[src/rtl/id_ex_stage.sv]
// ---------------------------------------------------------------------------
// Module: id_ex_stage
// ID/EX pipeline register with built-in load-use hazard detection.
//
// The register captures the decoded operands, register indices, immediate,
// PC and control bundle from ID and presents them to EX. When the load in EX
// writes a register that the ID instruction reads, the register inserts one
// bubble. It also raises stall_o so that the PC and IF/ID hold the dependent
// instruction for one more cycle. A branch/jump redirect (flush) squashes the
// entry.
//
// Optional feature macro: IDEX_WB_BYPASS_EN
//   defined   : a same-cycle MEM/WB write to rs1/rs2 replaces the register
//               file read data as the value is captured.
//   undefined : the read data is captured as is, and the wb_* inputs are unused.
//
// Ports
//   clk, rst              clock (rising edge), async active-high reset
//   id_valid              ID holds a real instruction
//   id_pc                 PC of the ID instruction
//   id_rs1/rs2/rd         register indices
//   id_uses_rs1/rs2       instruction actually reads rs1/rs2
//   id_rs1_data/rs2_data  register file read data
//   id_imm                sign-extended immediate
//   id_ctrl               [0]regwrite [1]memread [2]memwrite [3]memtoreg
//                         [4]alusrc [8:5]aluop
//   flush                 redirect: load a bubble
//   hold                  external freeze: keep all registers unchanged
//   wb_regwrite/rd/data   MEM/WB write port (used only by the bypass)
//   ex_*                  registered copies of the fields above for EX
//   stall_o               load-use stall request (combinational)
// ---------------------------------------------------------------------------
module id_ex_stage #(
  parameter int XLEN   = 32,
  parameter int CTRL_W = 9
) (
  input  logic              clk,
  input  logic              rst,
  input  logic              id_valid,
  input  logic [XLEN-1:0]   id_pc,
  input  logic [4:0]        id_rs1,
  input  logic [4:0]        id_rs2,
  input  logic [4:0]        id_rd,
  input  logic              id_uses_rs1,
  input  logic              id_uses_rs2,
  input  logic [XLEN-1:0]   id_rs1_data,
  input  logic [XLEN-1:0]   id_rs2_data,
  input  logic [XLEN-1:0]   id_imm,
  input  logic [CTRL_W-1:0] id_ctrl,
  input  logic              flush,
  input  logic              hold,
  input  logic              wb_regwrite,
  input  logic [4:0]        wb_rd,
  input  logic [XLEN-1:0]   wb_data,
  output logic              ex_valid,
  output logic [XLEN-1:0]   ex_pc,
  output logic [4:0]        ex_rs1,
  output logic [4:0]        ex_rs2,
  output logic [4:0]        ex_rd,
  output logic [XLEN-1:0]   ex_rs1_data,
  output logic [XLEN-1:0]   ex_rs2_data,
  output logic [XLEN-1:0]   ex_imm,
  output logic [CTRL_W-1:0] ex_ctrl,
  output logic              stall_o
);

  logic            hz;
  logic            rs1_hit;
  logic            rs2_hit;
  logic [XLEN-1:0] rs1_data_in;
  logic [XLEN-1:0] rs2_data_in;

  // A load in EX (memread = ctrl[1]) that targets a register the ID
  // instruction reads must wait one cycle for its data. While reset is
  // asserted, the registers are zero, so hz is low as well.
  assign rs1_hit = id_uses_rs1 && (id_rs1 == ex_rd);
  assign rs2_hit = id_uses_rs2 && (id_rs2 == ex_rd);
  assign hz      = ex_valid && ex_ctrl[1] && (ex_rd != 5'd0) && id_valid &&
                   (rs1_hit || rs2_hit);

  // A redirect throws the dependent instruction away, so no stall is needed.
  assign stall_o = hz && !flush;

`ifdef IDEX_WB_BYPASS_EN
  // Forward a MEM/WB write that lands in the same cycle as the register read.
  always_comb begin
    rs1_data_in = id_rs1_data;
    rs2_data_in = id_rs2_data;
    if (wb_regwrite && (wb_rd != 5'd0) && (wb_rd == id_rs1))
      rs1_data_in = wb_data;
    if (wb_regwrite && (wb_rd != 5'd0) && (wb_rd == id_rs2))
      rs2_data_in = wb_data;
  end
`else
  logic unused_wb;

  assign rs1_data_in = id_rs1_data;
  assign rs2_data_in = id_rs2_data;
  assign unused_wb   = ^{wb_regwrite, wb_rd, wb_data};
`endif

  // Flush beats hold, and hold beats the hazard bubble. A bubble and an
  // invalid ID slot both clear every field, so a dead entry never matches
  // in forwarding, never writes the register file and never touches memory.
  always_ff @(posedge clk or posedge rst) begin
    if (rst) begin
      ex_valid    <= 1'b0;
      ex_pc       <= '0;
      ex_rs1      <= '0;
      ex_rs2      <= '0;
      ex_rd       <= '0;
      ex_rs1_data <= '0;
      ex_rs2_data <= '0;
      ex_imm      <= '0;
      ex_ctrl     <= '0;
    end else if (!flush && hold) begin
      ex_valid    <= ex_valid;
    end else if (flush || hz || !id_valid) begin
      ex_valid    <= 1'b0;
      ex_pc       <= '0;
      ex_rs1      <= '0;
      ex_rs2      <= '0;
      ex_rd       <= '0;
      ex_rs1_data <= '0;
      ex_rs2_data <= '0;
      ex_imm      <= '0;
      ex_ctrl     <= '0;
    end else begin
      ex_valid    <= 1'b1;
      ex_pc       <= id_pc;
      ex_rs1      <= id_rs1;
      ex_rs2      <= id_rs2;
      ex_rd       <= id_rd;
      ex_rs1_data <= rs1_data_in;
      ex_rs2_data <= rs2_data_in;
      ex_imm      <= id_imm;
      ex_ctrl     <= id_ctrl;
    end
  end

endmodule
[config.mk]
export PLATFORM = sky130hd
export DESIGN_NAME = id_ex_stage
export DESIGN_NICKNAME = d
export VERILOG_FILES = /design/src/rtl/id_ex_stage.sv
export SDC_FILE = /design/constraint.sdc
export NUM_CORES = 1
export LEC_CHECK = 0
export CORE_ASPECT_RATIO = 0.5
export CORE_MARGIN = 4
export CORE_UTILIZATION = 41
export DETAILED_ROUTE_END_ITERATION = 8
export PLACE_DENSITY = 0.81
export SLEW_MARGIN = 20
export SYNTH_ARGS = -nofsm -noshare
export SYNTH_HDL_FRONTEND = slang
export SYNTH_SLANG_ARGS = --single-unit
[constraint.sdc]
create_clock -name clk -period 5.7 [get_ports clk]
set_input_delay 1.14 -clock clk [delete_from_list [all_inputs] [get_ports clk]]
set_output_delay 1.14 -clock clk [all_outputs]
set_load 0.03 [all_outputs]
==> impl_metrics.csv <==
group,metric,value,unit
outcome,status,"complete, no violations",
setup_path,critical_path_class,"input pin to primary output",
global_route,grt-ovfl-total,0,
synthesis,synth_nets,915,
die,die_w,193,um
synthesis,yosysMostFrequentCell,"nand2_1",
detailed_routing,antenna_left,0,
finish,final_cell_area,10900,sq um
die,ios,351,
die,fp.coreArea,16600,sq um
pwr,powerDensity,271,nW/um^2
finish,layout.nets,1175,
clock_network,cts.sinks,153,
setup_path,critPathArrivalTime,3.11,ns
placed_design,post-dp-hpwl,15400,um
sta,post-route-period-util,74.5,%
synthesis,synth_area,7020,sq um
sta,fmax,0.235,GHz
synthesis,synthTopCellsByArea,"dfrtp_1 (55%), a32oi_1 (19%), o21ai_0 (9.8%), nand2_1 (8.2%), clkbuf_1 (4.0%)",
clock_network,clkLatencyLatePin,0.41,ns
global_route,grt_max_degree,114,
clock_network,clock_path_buffers,2,
synthesis,ys_seq_area_share,54.5,%
die,num_rows,33,
placed_design,dp.cells,1185,
sta,drv_slew,0,
job,max-cap-violations,0,
finish,drive_gt1_share,4.74,%
setup_path,required,4.56,ns
setup_path,crit_path_frequent_cell,"clkdlybuf4s50_1",
synthesis,yosysWarningCount,0,
clock_network,cts_max_level,4,
synthesis,synth_seq_cells,153,
clock_network,cts.clk_slew.worst_paths,0.06,ns
synthesis,synth_top_area_share,54.5,%
placed_design,placedInstanceArea,10300,sq um
detailed_routing,vias,6985,
detailed_routing,drt_iter0_drc,534,
sta,period_needed,4.25,ns
sta,slew_headroom,34.4,%
clock_network,cts-buffers-inserted,17,
detailed_routing,dr.pass1.iters,5,
clock_network,cts_tree,"yes",
die,dieArea,19400,sq um
synthesis,yosysTopAreaCell,"dfrtp_1",
finish,synthToLayoutAreaGrowth,54.6,%
pwr,ir_drop,0.217,mV
setup_path,cp_max_fo,3,
global_route,grt_usage,23.0,%
pwr,total_power,2.94,mW
global_route,antenna_found_initial,0,
synthesis,synthCells,718,
finish,fin_util,65.4,%
global_route,grt_first_pass_wirelength,36100,um
synthesis,async_flop_share,100,%
setup_path,start_kind,"input pin",
setup_path,path_cells,"clkdlybuf4s50_1, xnor2_1, nand4_1, o22ai_4, nor3b_1, clkdlybuf4s50_1",
die,die_h,101,um
synthesis,yosys-top-cells-count,"nand2_1 (154), dfrtp_1 (153), a32oi_1 (152)",
setup_path,cp_slowest_cell,"clkdlybuf4s50_1",
sta,rsz0062_at_grt,"no",
sta,worst_pin_slew,0.984,ns
sta,setup_viol,0,
placed_design,io_buffers,312,
global_route,grt_pass1_vias,6747,
synthesis,synth_top_flop_cell,"dfrtp_1",
synthesis,syn_avg_cell_area,9.78,sq um
finish,fin_cells,1218,
clock_network,post_cts_resized,0,
die,start_util,42.3,%
sta,clock_skew,0.0124,ns
setup_path,critPathCaptureType,"primary output",
detailed_routing,avgRoutedWirePerCell,19.1,um
pwr,leakagePower,4.12,nW
sta,finalHoldViolCount,0,
synthesis,synth-edff-count,0,
hold_path,hp-class,"flip-flop to flip-flop",
detailed_routing,vias_per_cell,5.73,
detailed_routing,drcViolationCount,0,
detailed_routing,totalWireLength,23300,um
clock_network,cts-root-buf,"clkbuf_16",
clock_network,post_cts_buffers,0,
sta,setup_tns,0,ns
placed_design,gp_routability_congestion,0.810,
setup_path,slowest_delay,0.71,ns
clock_network,cts_hold_buffers,0,
finish,n_antenna_cell,0,
synthesis,synth.distinct_cells,20,
[cell usage in the layout (no fill, tap or decap)]
master / synthesis / routed
clkdlybuf4s50_1: 0 / 312
nand2_1: 154 / 154
dfrtp_1: 153 / 153
a32oi_1: 152 / 152
o21ai_0: 138 / 138
clkbuf_16: 0 / 17
o21ai_1: 15 / 15
xnor2_1: 10 / 10
buf_4: 7 / 7
buf_12: 0 / 4
clkbuf_8: 0 / 3
clkinvlp_4: 0 / 3
clkinv_2: 0 / 3
nor2b_4: 0 / 2
nand4_1: 2 / 2
inv_6: 0 / 2
clkbuf_1: 74 / 2
clkinv_4: 0 / 2
nor2b_1: 3 / 1
o22ai_4: 0 / 1
or4_1: 1 / 1
and3_1: 1 / 1
o21ai_4: 0 / 1
nor3b_1: 1 / 1
nand2b_1: 1 / 1
a22oi_1: 1 / 1
bufinv_16: 0 / 1
buf_16: 0 / 1
[cell families (layout without fill, tap and decap cells)]
family                    Yosys count  in the layout  share of synthesized area (%)
xor gates and xnor gates           10             10                           1.25
DFF                               153            153                           54.5
AOI/OAI and AO/OA                 308            308                           30.3
and+or+nand+nor                   163            163                           9.07
buffers and inverters              84            357                           4.88
[stage by stage]
stage | setup WS [ns] | hold slack [ns]
global route | 1.37 | 0.511
floorplan | 0.439 | 0.661
detailed placement | 1.46 | 0.479
CTS | 1.45 | 0.493
finish | 1.45 | 0.486
global placement | 1.46 | 0.470
[state kept, by name, summed over array words and instances (netlist names)]
| signal | count |
|---|---|
| ex_rd | 5 |
| ex_rs1_data | 32 |
| ex_imm | 32 |
| ex_rs2 | 5 |
| ex_valid | 1 |
| ex_rs2_data | 32 |
| ex_rs1 | 5 |
| ex_ctrl | 9 |
| ex_pc | 32 |
[power by group]
group	internal, mW	switching (mW)
Combinational	0.284	0.350
Sequential	1.16	0.0484
Clock	0.637	0.454
[area by class of cell]
class                      count  area (sq um)
fill                        1317          5750
sequential                   153          3830
timing repair buffer         324          3280
multi-input combinational    481          2880
clock buffer                  22           474
tap                          227           284
clock inverter                10          93.8
inverter                       1          8.76
[per-layer routing]
layer / vias to the layer above / global-route usage [%] / wire length, um
met1: 3420 / 29.0 / 9190
met4: 0 / 7.29 / 706
met3: 45 / 4.39 / 1340
met2: 270 / 40.5 / 12100
li1: 3250 / - / -
met5: - / 0 / 0
[worst max-delay path, delay by kind of cell]
kind / cells / cell delay (ns)
AND/OR/NAND/NOR: 2 / 0.36
buffers and inverters: 2 / 1.23
XOR/XNOR: 1 / 0.16
AO/OA/AOI/OAI: 1 / 0.21
[path summary, 6_finish.rpt]
check                                      from  slack (ns)              end  cells after the start
worst min-delay path            ex_rs2_data[31]        0.49  ex_rs2_data[31]                      2
worst max-delay path                  id_rs2[4]        1.45          stall_o                      6
worst max register to register         ex_rd[1]        2.55        ex_pc[21]                      6
min in group asynchronous                   rst        1.17  ex_rs1_data[12]                      2
max in group asynchronous                   rst        3.44        ex_pc[11]                      3
worst min register to register  ex_rs2_data[31]        0.49  ex_rs2_data[31]                      2
(Power assumes the default switching activity.)
